`config.mk`:
```
export PLATFORM = sky130hd
export DESIGN_NAME = gsel_unlock_ctrl
export DESIGN_NICKNAME = d
export VERILOG_FILES = /design/src/rtl/gsel_unlock_ctrl.sv
export SDC_FILE = /design/constraint.sdc
export NUM_CORES = 1
export LEC_CHECK = 0
export ABC_AREA = 1
export CORE_UTILIZATION = 30
export DETAILED_ROUTE_END_ITERATION = 8
export DONT_BUFFER_PORTS = 1
export SYNTH_ARGS = -nofsm -noshare
export SYNTH_HDL_FRONTEND = slang
export SYNTH_SLANG_ARGS = --single-unit
```
`constraint.sdc`:
```
create_clock -name CLK -period 3.6 [get_ports CLK]
set_input_delay 0.18 -clock CLK [delete_from_list [all_inputs] [get_ports CLK]]
set_output_delay 0.18 -clock CLK [all_outputs]
set_load 0.02 [all_outputs]
```
`src/rtl/gsel_unlock_ctrl.sv`:
```
// Write-decode stage feeding the PROG CPLD mapper: tracks P2_BANK and a key-protected
// GSEL register, and reports each committed GSEL to the cart MCU over req/ack.
module gsel_unlock_ctrl #(
    parameter logic [7:0]  KEY0        = 8'hA5,
    parameter logic [7:0]  KEY1        = 8'h5A,
    parameter logic [7:0]  KEY2        = 8'hC3,
    parameter logic [18:0] MAGIC_ADDR  = 19'h607F7,
    parameter logic [15:0] TIMEOUT_CYC = 16'd4096
) (
    input  logic        CLK,
    input  logic        nRESET,
    input  logic [18:0] M68K_ADDR,
    input  logic [7:0]  M68K_DATA,
    input  logic        nPORTWEL,
    input  logic [2:0]  BANKS,
    output logic [7:0]  GSEL,
    output logic [2:0]  P2_BANK,
    output logic        LOCKED,
    output logic        MCU_REQ,
    output logic [7:0]  MCU_DATA,
    input  logic        MCU_ACK
);

    typedef enum logic [2:0] {IDLE, S1, S2, ARMED, NOTIFY, ACKWAIT} state_t;

    state_t      state, state_nxt;
    logic        pwel_s1, pwel_s2, pwel_d;
    logic        ack_s1, ack_s2;
    logic [18:0] hold_addr;
    logic [7:0]  hold_data;
    logic [15:0] tcnt;
    logic        wev, magic_wev, p2_wev, running, expire, commit;

    // Synchronizers idle at the bus-inactive level so reset release never fakes an edge
    always_ff @(posedge CLK or negedge nRESET) begin
        if (!nRESET) begin
            pwel_s1   <= 1'b1;
            pwel_s2   <= 1'b1;
            pwel_d    <= 1'b1;
            ack_s1    <= 1'b0;
            ack_s2    <= 1'b0;
            hold_addr <= '0;
            hold_data <= '0;
        end else begin
            pwel_s1 <= nPORTWEL;
            pwel_s2 <= pwel_s1;
            pwel_d  <= pwel_s2;
            ack_s1  <= MCU_ACK;
            ack_s2  <= ack_s1;
            if (pwel_d && !pwel_s2) begin
                hold_addr <= M68K_ADDR;
                hold_data <= M68K_DATA;
            end
        end
    end

    assign wev       = !pwel_d && pwel_s2;
    assign magic_wev = wev && (hold_addr == MAGIC_ADDR);
    assign p2_wev    = wev && (hold_addr != MAGIC_ADDR);
    assign running   = (state == S1) || (state == S2) || (state == ARMED);
    assign expire    = running && (tcnt == TIMEOUT_CYC - 16'd1);
    assign commit    = (state == ARMED) && magic_wev;

    always_ff @(posedge CLK or negedge nRESET) begin
        if (!nRESET) state <= IDLE;
        else         state <= state_nxt;
    end

    // A magic write in the expiry cycle is evaluated before the timeout
    always_comb begin
        state_nxt = state;
        case (state)
            IDLE:    if (magic_wev && hold_data == KEY0) state_nxt = S1;
            S1: begin
                if (magic_wev)
                    state_nxt = (hold_data == KEY1) ? S2 : (hold_data == KEY0) ? S1 : IDLE;
                else if (expire)
                    state_nxt = IDLE;
            end
            S2: begin
                if (magic_wev)
                    state_nxt = (hold_data == KEY2) ? ARMED : (hold_data == KEY0) ? S1 : IDLE;
                else if (expire)
                    state_nxt = IDLE;
            end
            ARMED: begin
                if (magic_wev)   state_nxt = NOTIFY;
                else if (expire) state_nxt = IDLE;
            end
            NOTIFY:  if (ack_s2)  state_nxt = ACKWAIT;
            ACKWAIT: if (!ack_s2) state_nxt = IDLE;
            default: state_nxt = IDLE;
        endcase
    end

    always_comb begin
        LOCKED = !running;
    end

    // Saturating inter-write timer; held at zero outside the unlock states
    always_ff @(posedge CLK or negedge nRESET) begin
        if (!nRESET)                         tcnt <= '0;
        else if (!running || magic_wev)      tcnt <= '0;
        else if (tcnt != TIMEOUT_CYC - 16'd1) tcnt <= tcnt + 16'd1;
    end

    always_ff @(posedge CLK or negedge nRESET) begin
        if (!nRESET) begin
            GSEL     <= '0;
            P2_BANK  <= '0;
            MCU_REQ  <= 1'b0;
            MCU_DATA <= '0;
        end else begin
            if (commit) begin
                GSEL     <= hold_data;
                MCU_DATA <= hold_data;
                P2_BANK  <= '0;
                MCU_REQ  <= 1'b1;
            end else if (p2_wev) begin
                P2_BANK <= (hold_data[2:0] <= BANKS) ? hold_data[2:0] : 3'd0;
            end
            if (state == NOTIFY && ack_s2) MCU_REQ <= 1'b0;
        end
    end

endmodule

```
==> flow_metrics.py <==
metrics = {
    "sta": {
        "relSlewSlack_pct": 52.15,
        "fin_crit_ns": 1.827,
        "clock_skew_ns": 0.01047,
        "rsz0062_at_grt": "false",
        "period_share_pct": 50.74,
        "worstMarginPinSlew_ns": 0.7160,
        "slew_viol_final": 0,
        "max_freq_mhz": 547.5,
        "setup_viol": 0,
        "hold_violations": 0,
        "setup_tns_ns": 0,
    },
    "global_route": {
        "grt_usage_pct": 12.99,
        "overflow": 0,
        "grt_pass1_wl_um": 11240,
        "antenna_found_initial": 0,
        "grt_max_degree": 64,
        "grt_pass1_vias": 2388,
    },
    "cts": {
        "clk_latency_ns": 0.34,
        "cts_num_sinks": 63,
        "root_buffer": "clkbuf_8",
        "cts.path.max_buffers": 2,
        "cts_tree": "built",
        "cts_max_level": 3,
        "clk_pin_slew_ns": 0.07,
        "cts_buffers": 9,
    },
    "synth": {
        "netlist_top_cells_area": "dfrtp_1, nand2_1, nor2_1",
        "ys_warn_count": 0,
        "synth_top_area_share_pct": 47.94,
        "synth_cell_types": 32,
        "synth.avg_cell_area_um2": 8.822,
        "synth_nets": 393,
        "synthArstFlopShare_pct": 100.0,
        "synth_cells": 355,
        "netlist.top_cell.by_area": "dfrtp_1",
        "synthFlopType": "dfrtp_1",
        "synth_area_um2": 3132,
        "synth_seq_cells": 63,
        "synth_edf_count": 0,
        "yosysSeqAreaShare_pct": 50.46,
    },
    "place": {
        "portBuffers": 0,
        "gp_congestion": 0.7735,
        "placed_area_um2": 3206,
        "hpwl_um": 4585,
    },
    "final_layout": {
        "fin_area_um2": 3694,
        "layout.nets": 417,
        "seq_area_um2": 1580,
        "fillers": 1030,
        "final_layout_size_suffix_gt1_share_pct": 14.58,
        "diodes": 0,
        "multi_input_area_um2": 1300,
        "syn_to_final_growth_pct": 17.94,
    },
    "route": {
        "ant_nets": 0,
        "drt-total-wl_um": 6361,
        "vias_per_cell": 4.555,
        "drt_iter0_drc": 114,
        "drc": 0,
        "vias": 2355,
        "wire_per_inst_um": 12.30,
        "dr.pass1.iters": 5,
    },
    "run": {
        "drv_cap": 0,
    },
    "floorplanning": {
        "coreArea_um2": 9955,
        "io_pins": 55,
        "die-area_um2": 10850,
        "start_util_pct": 31.46,
        "die_h_um": 104.2,
        "die_w_um": 104.2,
        "num_rows": 36,
    },
    "setup_path": {
        "crit_path_max_fanout": 14,
        "crit_end": "tcnt[9]$_DFFE_PN0P_",
        "timing.rr.end": "tcnt[9]$_DFFE_PN0P_",
        "critPathSlowestCell": "dfstp_2",
        "crit_type": "reg2reg",
        "startpoint_type": "flop",
        "arrival_ns": 2.02,
        "endpoint_kind": "flop",
        "timing.rr.start": "pwel_s2$_DFF_PN1_",
        "crit_chain": "inv_1 -> nor2_1 -> nand3_2 -> nand2_2 -> o21ai_0",
        "rr_worst_depth": 5,
        "cp_slowest_stage_delay_ns": 0.53,
        "worstSetupStartpoint": "pwel_s2$_DFF_PN1_",
        "reg2reg_slack_ns": 1.77,
        "crit_required_ns": 3.79,
    },
    "power_and_ir_drop": {
        "clkPwrFrac_pct": 40.0,
        "p_leak_nw": 1.652,
        "switching_share_pct": 23.90,
        "peakVddDrop_mv": 0.2467,
        "seq_power_share_pct": 51.0,
        "p_int_mw": 1.206,
        "pwr-share-comb_pct": 9.0,
        "p_per_area_nw_per_um2": 428.9,
        "power.switching_mw": 0.3787,
    },
    "hold_path": {
        "min_path_type": "in2reg",
    },
    "run_status": {
        "status": "completed",
    },
}
[per-stage QoR]
stage	worst slack [ns]	hold slack (ns)	std cells	util (%)	total power [mW]
finish	1.773	0.01321	517	37.10	1.584
global route	1.609	0.002395	517	37.10	1.669
CTS	1.770	0.0004205	517	37.10	1.608
detailed placement	1.770	-0.1131	475	32.20	0.9260
global placement	1.860	-0.1131	475	32.20	0.9199
floorplan	2.151	-0.1156	355	-	0.8950
[worst max-delay path, delay by kind of cell, from the launching register on]
kind | cells | cell delay, ns
compound gates | 1 | 0.17
flops | 1 | 0.53
buf+inv | 1 | 0.04
simple gates | 3 | 0.95
[flip-flops by register name, summed over array words and instances, names as in the netlist]
name	cells
pwel_s2	1
hold_data	8
pwel_s1	1
ack_s1	1
MCU_DATA	8
pwel_d	1
MCU_REQ	1
state	3
P2_BANK	3
tcnt	16
hold_addr	19
ack_s2	1
[Yosys cell counts, types with 3 or more instances]
cell type	n
mux2_2	13
nor2_1	47
buf_4	8
nand3_2	4
nand3_1	17
o21ai_1	10
nand2_1	68
a21oi_1	24
inv_1	35
nand2_2	3
nor3_1	10
dfrtp_1	60
nor2_2	7
dfstp_2	3
o21ai_0	5
ha_1	4
xor2_1	9
nand4_1	7
[kinds of logic after synthesis]
logic type	share of synthesized area [%]
and+or+nand+nor	24.69
DFF	50.46
buffers and inverters	8.031
AOI/OAI and AO/OA	7.471
muxes	4.674
xor gates and xnor gates	3.077
adders and majority gates	1.598
[how the worst min path moves through the flow]
| stage | start | endpoint | slack [ns] | cells after the start |
|---|---|---|---|---|
| 2_1_floorplan | nRESET | MCU_DATA[0]$_DFFE_PN0P_ | -0.12 | 0 |
| 3_3_place_gp | nRESET | MCU_DATA[6]$_DFFE_PN0P_ | -0.11 | 0 |
| 3_5_place_dp | nRESET | MCU_DATA[6]$_DFFE_PN0P_ | -0.11 | 0 |
| 4_1_cts | M68K_DATA[1] | hold_data[1]$_DFFE_PN0P_ | 0.0004 | 2 |
| 5_1_grt | M68K_DATA[1] | hold_data[1]$_DFFE_PN0P_ | 0.002 | 2 |
| 6_report | M68K_DATA[7] | hold_data[7]$_DFFE_PN0P_ | 0.01 | 2 |
[placed cells by master (no fill, tap or decap), drive strengths merged]
| master | n |
|---|---|
| nor4 | 1 |
| o211ai | 1 |
| bufinv | 1 |
| buf | 2 |
| nor2 | 56 |
| o22ai | 1 |
| clkbuf | 14 |
| nand2 | 71 |
| dfstp | 3 |
| inv | 39 |
| xnor2 | 2 |
| xor2 | 9 |
| dfrtp | 60 |
| nand3 | 21 |
| nand4 | 7 |
| dlygate4sd3 | 25 |
| ha | 4 |
| a211oi | 2 |
| o21ai | 15 |
| or3 | 1 |
| mux2 | 13 |
| a21oi | 24 |
| clkinvlp | 1 |
| nor3 | 11 |
[power groups by stage]
stage          registers [mW]  clock network (mW)  logic [mW]
5_1_grt                 0.814               0.688       0.166
4_1_cts                 0.807               0.655       0.146
3_3_place_gp            0.820                   0       0.100
6_report                0.807               0.634       0.143
2_1_floorplan           0.807                   0      0.0881
3_5_place_dp            0.821                   0       0.105
[per-layer routing]
layer	up-vias	track usage, %	wire, um
met2	52	20.76	2986
met4	0	4.898	110
met5	-	0	0
met1	1100	16.32	2982
li1	1191	-	-
met3	12	4.198	281
[timing repair]
| action | in CTS | in global routing |
|---|---|---|
| buffers inserted | 0 | 0 |
| gates resized for setup | 0 | 0 |
| hold buffers | 26 | 0 |
| endpoints found under the hold margin | 87 | 0 |
[final cells by class]
class | instances | area share [%]
clock buffers | 14 | 4.675
clock inverters | 2 | 1.016
inverters | 39 | 4.099
multi-input cells | 239 | 35.20
flip-flops and latches | 63 | 42.78
well taps | 133 | 4.505
repair buffers | 27 | 7.724
Note: power is estimated with default switching activity, not from simulation.
